==> config.mk <==
export PLATFORM = sky130hd
export DESIGN_NAME = vga_pixel_fetch
export DESIGN_NICKNAME = d
export VERILOG_FILES = /design/src/rtl/vga_pixel_fetch.sv
export SDC_FILE = /design/constraint.sdc
export NUM_CORES = 1
export LEC_CHECK = 0
export BUFFER_PORTS_ARGS = -buffer_cell sky130_fd_sc_hd__clkbuf_2
export CELL_PAD_IN_SITES_DETAIL_PLACEMENT = 0
export CELL_PAD_IN_SITES_GLOBAL_PLACEMENT = 1
export CORE_MARGIN = 2
export CORE_UTILIZATION = 35
export CTS_CLUSTER_DIAMETER = 50
export DETAILED_ROUTE_END_ITERATION = 16
export PLACE_DENSITY_LB_ADDON = 0.1
export SYNTH_ARGS = -nofsm -noshare
export SYNTH_HDL_FRONTEND = slang
export SYNTH_SLANG_ARGS = --single-unit
==> constraint.sdc <==
create_clock -name s_clk_sys -period 2.8 [get_ports s_clk_sys]
set_input_delay 0.14 -clock s_clk_sys [delete_from_list [all_inputs] [get_ports s_clk_sys]]
set_output_delay 0.14 -clock s_clk_sys [all_outputs]
set_load 0.005 [all_outputs]
==> src/rtl/vga_pixel_fetch.sv <==
// rtl/vga_pixel_fetch.sv - streams RGB565 frame-buffer pixels into an RGB888 VGA/DVI pixel pipeline
module vga_pixel_fetch #(
    parameter int          P_IMG_W  = 512,
    parameter int          P_IMG_H  = 400,
    parameter logic [23:0] P_BORDER = 24'h000000,
    parameter logic [23:0] P_UFLOW  = 24'hFF00FF
) (
    input  logic        s_clk_sys,
    input  logic        s_rst,
    input  logic        i_enable,
    input  logic        i_frame,
    input  logic        i_hsync,
    input  logic        i_vsync,
    input  logic        i_de,
    input  logic [15:0] i_x_pos,
    input  logic [15:0] i_y_pos,
    input  logic        i_rd_valid,
    input  logic [15:0] i_rd_data,
    output logic        o_rd_ready,
    output logic        o_hsync,
    output logic        o_vsync,
    output logic        o_de,
    output logic [7:0]  o_red,
    output logic [7:0]  o_green,
    output logic [7:0]  o_blue,
    output logic [15:0] o_uflow_cnt,
    output logic [19:0] o_frame_pixels,
    output logic [1:0]  o_state
);

    typedef enum logic [1:0] {
        ST_IDLE   = 2'd0,
        ST_SYNC   = 2'd1,
        ST_STREAM = 2'd2
    } state_t;

    // Window limits as signed 16-bit so negative coordinates fall outside.
    localparam logic signed [15:0] IMG_W_S = 16'(P_IMG_W);
    localparam logic signed [15:0] IMG_H_S = 16'(P_IMG_H);

    state_t      state;
    state_t      state_nxt;
    logic        in_win;
    logic        pop;
    logic        uflow_hit;
    logic [23:0] colour_nxt;
    logic [23:0] colour_q;
    logic [19:0] pix_cnt;
    logic [19:0] pix_inc;

    // State register; reset wins over any same-cycle enable/frame.
    always_ff @(posedge s_clk_sys) begin
        if (s_rst) begin
            state <= ST_IDLE;
        end else begin
            state <= state_nxt;
        end
    end

    // Next-state: arm on enable, start streaming at a frame boundary, stop only at a frame boundary.
    always_comb begin
        state_nxt = state;
        case (state)
            ST_IDLE: begin
                if (i_enable) state_nxt = ST_SYNC;
            end
            ST_SYNC: begin
                if (!i_enable)    state_nxt = ST_IDLE;
                else if (i_frame) state_nxt = ST_STREAM;
            end
            ST_STREAM: begin
                if (i_frame && !i_enable) state_nxt = ST_IDLE;
            end
            default: state_nxt = ST_IDLE;
        endcase
    end

    // Window decode and FIFO handshake for the current pixel.
    always_comb begin
        in_win = i_de
               && ($signed(i_x_pos) >= 16'sd0) && ($signed(i_y_pos) >= 16'sd0)
               && ($signed(i_x_pos) < IMG_W_S) && ($signed(i_y_pos) < IMG_H_S);
        o_rd_ready = in_win && (state == ST_STREAM);
        pop        = o_rd_ready && i_rd_valid;
        uflow_hit  = o_rd_ready && !i_rd_valid;
        pix_inc    = pix_cnt + {19'd0, pop};
    end

    // Colour select: expanded pixel, underflow marker, border, or black during blanking.
    always_comb begin
        colour_nxt = 24'h000000;
        if (i_de) begin
            if (pop) begin
                colour_nxt = {i_rd_data[15:11], i_rd_data[15:13],
                              i_rd_data[10:5],  i_rd_data[10:9],
                              i_rd_data[4:0],   i_rd_data[4:2]};
            end else if (uflow_hit) begin
                colour_nxt = P_UFLOW;
            end else begin
                colour_nxt = P_BORDER;
            end
        end
    end

    // One-cycle output stage keeping sync/de aligned with colour.
    always_ff @(posedge s_clk_sys) begin
        if (s_rst) begin
            o_hsync  <= 1'b0;
            o_vsync  <= 1'b0;
            o_de     <= 1'b0;
            colour_q <= 24'h000000;
        end else begin
            o_hsync  <= i_hsync;
            o_vsync  <= i_vsync;
            o_de     <= i_de;
            colour_q <= colour_nxt;
        end
    end

    // Saturating count of cycles where a pixel was wanted but the FIFO was empty.
    always_ff @(posedge s_clk_sys) begin
        if (s_rst) begin
            o_uflow_cnt <= 16'd0;
        end else if (uflow_hit && (o_uflow_cnt != 16'hFFFF)) begin
            o_uflow_cnt <= o_uflow_cnt + 16'd1;
        end
    end

    // Per-frame pop counter; a pop coincident with the frame pulse belongs to the closing frame.
    always_ff @(posedge s_clk_sys) begin
        if (s_rst) begin
            pix_cnt        <= 20'd0;
            o_frame_pixels <= 20'd0;
        end else if (i_frame) begin
            pix_cnt <= 20'd0;
            if (state == ST_STREAM) begin
                o_frame_pixels <= pix_inc;
            end
        end else begin
            pix_cnt <= pix_inc;
        end
    end

    assign o_red   = colour_q[23:16];
    assign o_green = colour_q[15:8];
    assign o_blue  = colour_q[7:0];
    assign o_state = state;

endmodule

After elaboration in Yosys (flattened, before gate mapping)
Index checks and enable logic that the tools add are counted.
Operators by class
  $add $sub $neg: 2
  order comparisons: 4
  equal/unequal tests: 6
  multiplexer cells: 7
  bitwise gates (word level): 1
  reduce and logical (&&, ||, !) cells: 16
Operators by type and width (number)
  24-bit 2-to-1 mux: 2
  16-bit by 1-bit greater-or-equal comparator with 1-bit output (second input constant): 2
  20-bit by 1-bit adder with 20-bit output: 1
  16-bit by 1-bit adder with 16-bit output (second input constant): 1
  16-bit by 10-bit less-than comparator with 1-bit output (second input constant): 1
  16-bit by 11-bit less-than comparator with 1-bit output (second input constant): 1
  16-bit != test (second input constant): 1
  1-bit logical AND: 9
  2-bit 2-to-1 mux: 4
  2-bit one-hot mux with 3 select lines: 1
  2-bit != test (second input constant): 2
  2-bit OR reduction: 2
  3-bit != test (second input constant): 1
  3-bit AND reduction: 1
  2-bit by 1-bit == test with 1-bit output (second input constant): 1
  2-bit == test (second input constant): 1
  1-bit logical NOT: 2
  2-bit logical NOT: 1
  2-bit AND reduction: 1
  1-bit inverter: 1
Storage, ports and cells
  register bits: 85
  bits of input ports: 56
  output and inout port bits: 66

Longest topological paths before layout
  depth after elaboration: 9
  gate-level depth with buffers: 11
  mapped depth without buffers: 11

Worst setup path after synthesis
No wires, ideal clock.
  path type: register -> register
  start: register state[1] (netlist: o_state[1])
  end: register o_frame_pixels[16]
  library setup time: 86 ps
  data arrival time: 2285 ps
  path slack: 429 ps
  stages on the path, launching flop included: 12
  path buffers: 0
  period minus slack after synthesis: 2371 ps
  cells stage by stage: dfxtp_1 nor2b_1 and3_4 and4_2 and2_1 ha_1 ha_1 and2_1 and4_1 nand3_1 xor2_1 a211oi_1
On the way
  longest elaborated chain between the ends: 4
  elaborated cells on any way between the ends: 5
Ends and longest elaborated chain
  from (decl): line 41  | state_t state;
  from (signal assigned): line 56  | state <= state_nxt;
  2-bit == test: line 83  | o_rd_ready = in_win && (state == ST_STREAM);
  1-bit logical AND: line 83
  net o_rd_ready: line 19  | output logic o_rd_ready,
  1-bit logical AND: line 84  | pop = o_rd_ready && i_rd_valid;
  20-bit by 1-bit adder with 20-bit output: line 86  | pix_inc = pix_cnt + {19'd0, pop};
  to (signal assigned): line 137  | o_frame_pixels <= pix_inc;
  to (decl): line 27  | output logic [19:0] o_frame_pixels,
The timed path passes the listed nets, and every way through them passes these cells.
A chain may end at the register's enable or synchronous reset.

Final worst setup path
  start: register state[1] (netlist: o_state[1])
  end: register o_frame_pixels[14]
On the way
  longest elaborated chain between the ends: 4
  elaborated cells on any way between the ends: 5
Ends and longest elaborated chain (line)
  2-bit == test (*): 83, 136
  1-bit logical AND: 83
  1-bit logical AND: 84
  20-bit by 1-bit adder with 20-bit output: 86
Every way passes the cells marked *; elsewhere a longest branch is shown, timed or not.

==> flow_summary_export.csv <==
group,metric,value,unit
critical_path,required,3.04,ns
final_layout,drive_above_1_share,32.0,%
clocking,clkSinkCount,77,
sta,max_slew_margin,54.0,%
grt,antenna_found_initial,0,
synth,yosys.area.top_type,"dfxtp_1",
clocking,postCtsSetupBuffers,0,
sta,final-max-slew-violation-count,0,
grt,grt_usage,15.0,%
final_layout,nFillCells,868,
clocking,clock_latency,0.34,ns
sta,clock-skew-final,0.00813,ns
route,wl,7.40,mm
die,dieArea,9820,µm²
synth,yosys_most_used_dff,"dfxtp_1",
clocking,clockBufferDepth,2,
synth,ys_seq_area_share,48.7,%
synth,syn_nets,406,
synth,async_reset_ff_share,0,%
place,gp_congestion,0.787,
final_layout,final_cell_mix,"clkbuf_2, dfxtp_1, nor2_1",
die,die_x,99.1,µm
clocking,ctsRootBufferMaster,"clkbuf_8",
grt,grt_pass1_wl,11.9,mm
critical_path,cp.arrival,2.76,ns
critical_path,path_buf_inv,0,
power,power.leakage,1.71,nW
grt,grt_overflow_total,0,
sta,tightest_slew,0.689,ns
critical_path,crit_family,"simple AND/OR/NAND/NOR gates",
critical_path,path_max_fanout,4,
clocking,clk_pin_slew,0.08,ns
synth,yosys_warnings,0,
synth,ys_ff_latch,77,
critical_path,path_cells,"nor2b_1, and3_4, and4_2, and2_1, ha_1, ha_1, and2_1, and4_1, nand3_1, xor2_1, a211oi_1",
route,drcViolationCount,0,
sta,rsz0062_at_grt,"no",
place,portBuffers,108,
critical_path,critPathLaunchType,"flop",
synth,synthCells,347,
die,core_area,8760,µm²
power,power.density,499,nW/µm²
route,vias_per_cell,4.82,
critical_path,path_class,"reg2reg",
synth,synth_edf_count,0,
route,vias,2767,
clocking,h-tree-depth,3,
critical_path,crit_path_end_kind,"flop",
synth,syn-mean-instance-area,9.12,µm²
clocking,tritoncts,"yes",
place,dp_hpwl,5.32,mm
sta,finalCritPeriodShare,89.8,%
route,drt_iter0_markers,84,
final_layout,fin_nets,520,
synth,synth_area_leaders,"dfxtp_1, nor2_1, a211oi_1",
synth,synth.distinct_cells,46,
route,postRouteAntennaNets,0,
synth,syn-cell-area,3160,µm²
final_layout,area_growth,28.2,%
sta,period_minus_slack,2.51,ns
die,io_pins,122,
power,ir_worst_vdd,0.000189,V
clocking,cts_made_buffers,9,
final_layout,mostFrequentLayoutCell,"clkbuf_2",
route,dr.pass1.iters,4,
sta,tns,0,ns
worst_hold_path,min_path_type,"in2reg",
die,die_y,99.1,µm
critical_path,crit_slowest_cell,"dfxtp_1",
status,status,"complete, no violations",
final_layout,diodes,0,
grt,grt_start_max_net_pins,39,
synth,synth_top_area_share,48.7,%
die,rows,34,
flow_run,drv_cap,0,
sta,final-hold-violation-count,0,
die,start_util,36.1,%
grt,grt_pass1_vias,2431,
critical_path,slowest_delay,0.36,ns
power,p_total,2.03,mW
sta,finalSetupViolCount,0,
route,post_drt_wl_per_cell,12.9,µm
sta,fmax,0.398,GHz
==> through the flow <==
step | cell area [µm²] | utilization [%] | cells | worst slack (ns) | hold slack (ns)
global route | 4060 | 46.3 | 574 | 0.0439 | 0.00218
finish | 4060 | 46.3 | 574 | 0.286 | 0.0160
floorplan | 3160 | - | 347 | 0.429 | 0.230
detailed placement | 3790 | 43.3 | 551 | 0.114 | 0.358
CTS | 4060 | 46.3 | 574 | 0.266 | 0.00176
global placement | 3790 | 43.3 | 551 | 0.150 | 0.350
==> Yosys cell counts (2+ instances only) <==
master     n
a211oi_1  18
a21oi_1   17
and2_1     5
and3_1     8
and4_1     5
buf_1      2
buf_4      8
clkbuf_1   9
dfxtp_1   77
ha_1       3
inv_1     17
mux2_2     6
mux2i_1    3
nand2_1   13
nand3_1   20
nand4_1    4
nor2_1    57
nor2b_1   10
nor3_1     7
nor4_1     7
nor4_2     2
o21ai_0    4
or2_2      2
or3_1      4
xnor2_1   12
xor2_1     7
==> power breakdown <==
part           internal, mW  switching (mW)  leakage [nW]
combinational        0.0428          0.0434         0.990
clock                 0.435           0.400        0.0964
sequential             1.10         0.00346         0.621
total                  1.58           0.447          1.71
==> path summary, 6_finish.rpt <==
path,startpoint,to,slack (ns),cells after the start
setup / recovery,o_state[1],o_frame_pixels[14],0.29,11
hold / removal,i_rd_data[13],colour_q[21],0.02,3
setup reg to reg,o_state[1],o_frame_pixels[14],0.29,11
hold reg to reg,o_state[1],o_state[0],0.47,1
==> registers in the layout (all words and copies together) (netlist names) <==
name	count
o_frame_pixels	20
o_de	1
o_state	2
o_vsync	1
o_uflow_cnt	16
o_hsync	1
pix_cnt	20
colour_q	16
==> kinds of logic (layout without fill, tap and decap cells) <==
group / after synthesis / in the layout / synth area share, %
simple gates: 155 / 155 / 26.2
flops: 77 / 77 / 48.7
compound gates: 47 / 47 / 10.2
buf+inv: 37 / 156 / 5.38
xor+xnor: 19 / 19 / 5.26
mux: 9 / 9 / 3.08
fa+ha+maj: 3 / 3 / 1.19
==> timing repair <==
item | CTS | global route
hold buffers | 7 | 0
resized for setup | 0 | 0
endpoints found under the hold margin | 7 | 0
==> per-layer routing <==
metal,global-route usage (%),routed length (µm),vias to the layer above
met1,21.1,3650,1251
li1,-,-,1431
met4,4.74,61,0
met3,4.33,460,5
met2,22.2,3230,80
met5,0,0,-
==> layout make-up <==
cell class | instances | area (µm²) | share of cell area [%]
Sequential cell | 77 | 1540 | 38.0
Timing Repair Buffer | 123 | 671 | 16.5
Clock inverter | 4 | 47.5 | 1.17
Tap cell | 108 | 135 | 3.33
Clock buffer | 12 | 145 | 3.58
Inverter | 17 | 63.8 | 1.57
Multi-Input combinational cell | 233 | 1450 | 35.8
==> tightest hold or removal path: cells and delay by family <==
family / cells / cell delay, ns
AOI/OAI and AO/OA: 1 / 0.05
buffers and inverters: 2 / 0.12
Note: power is estimated with default switching activity, not from simulation.
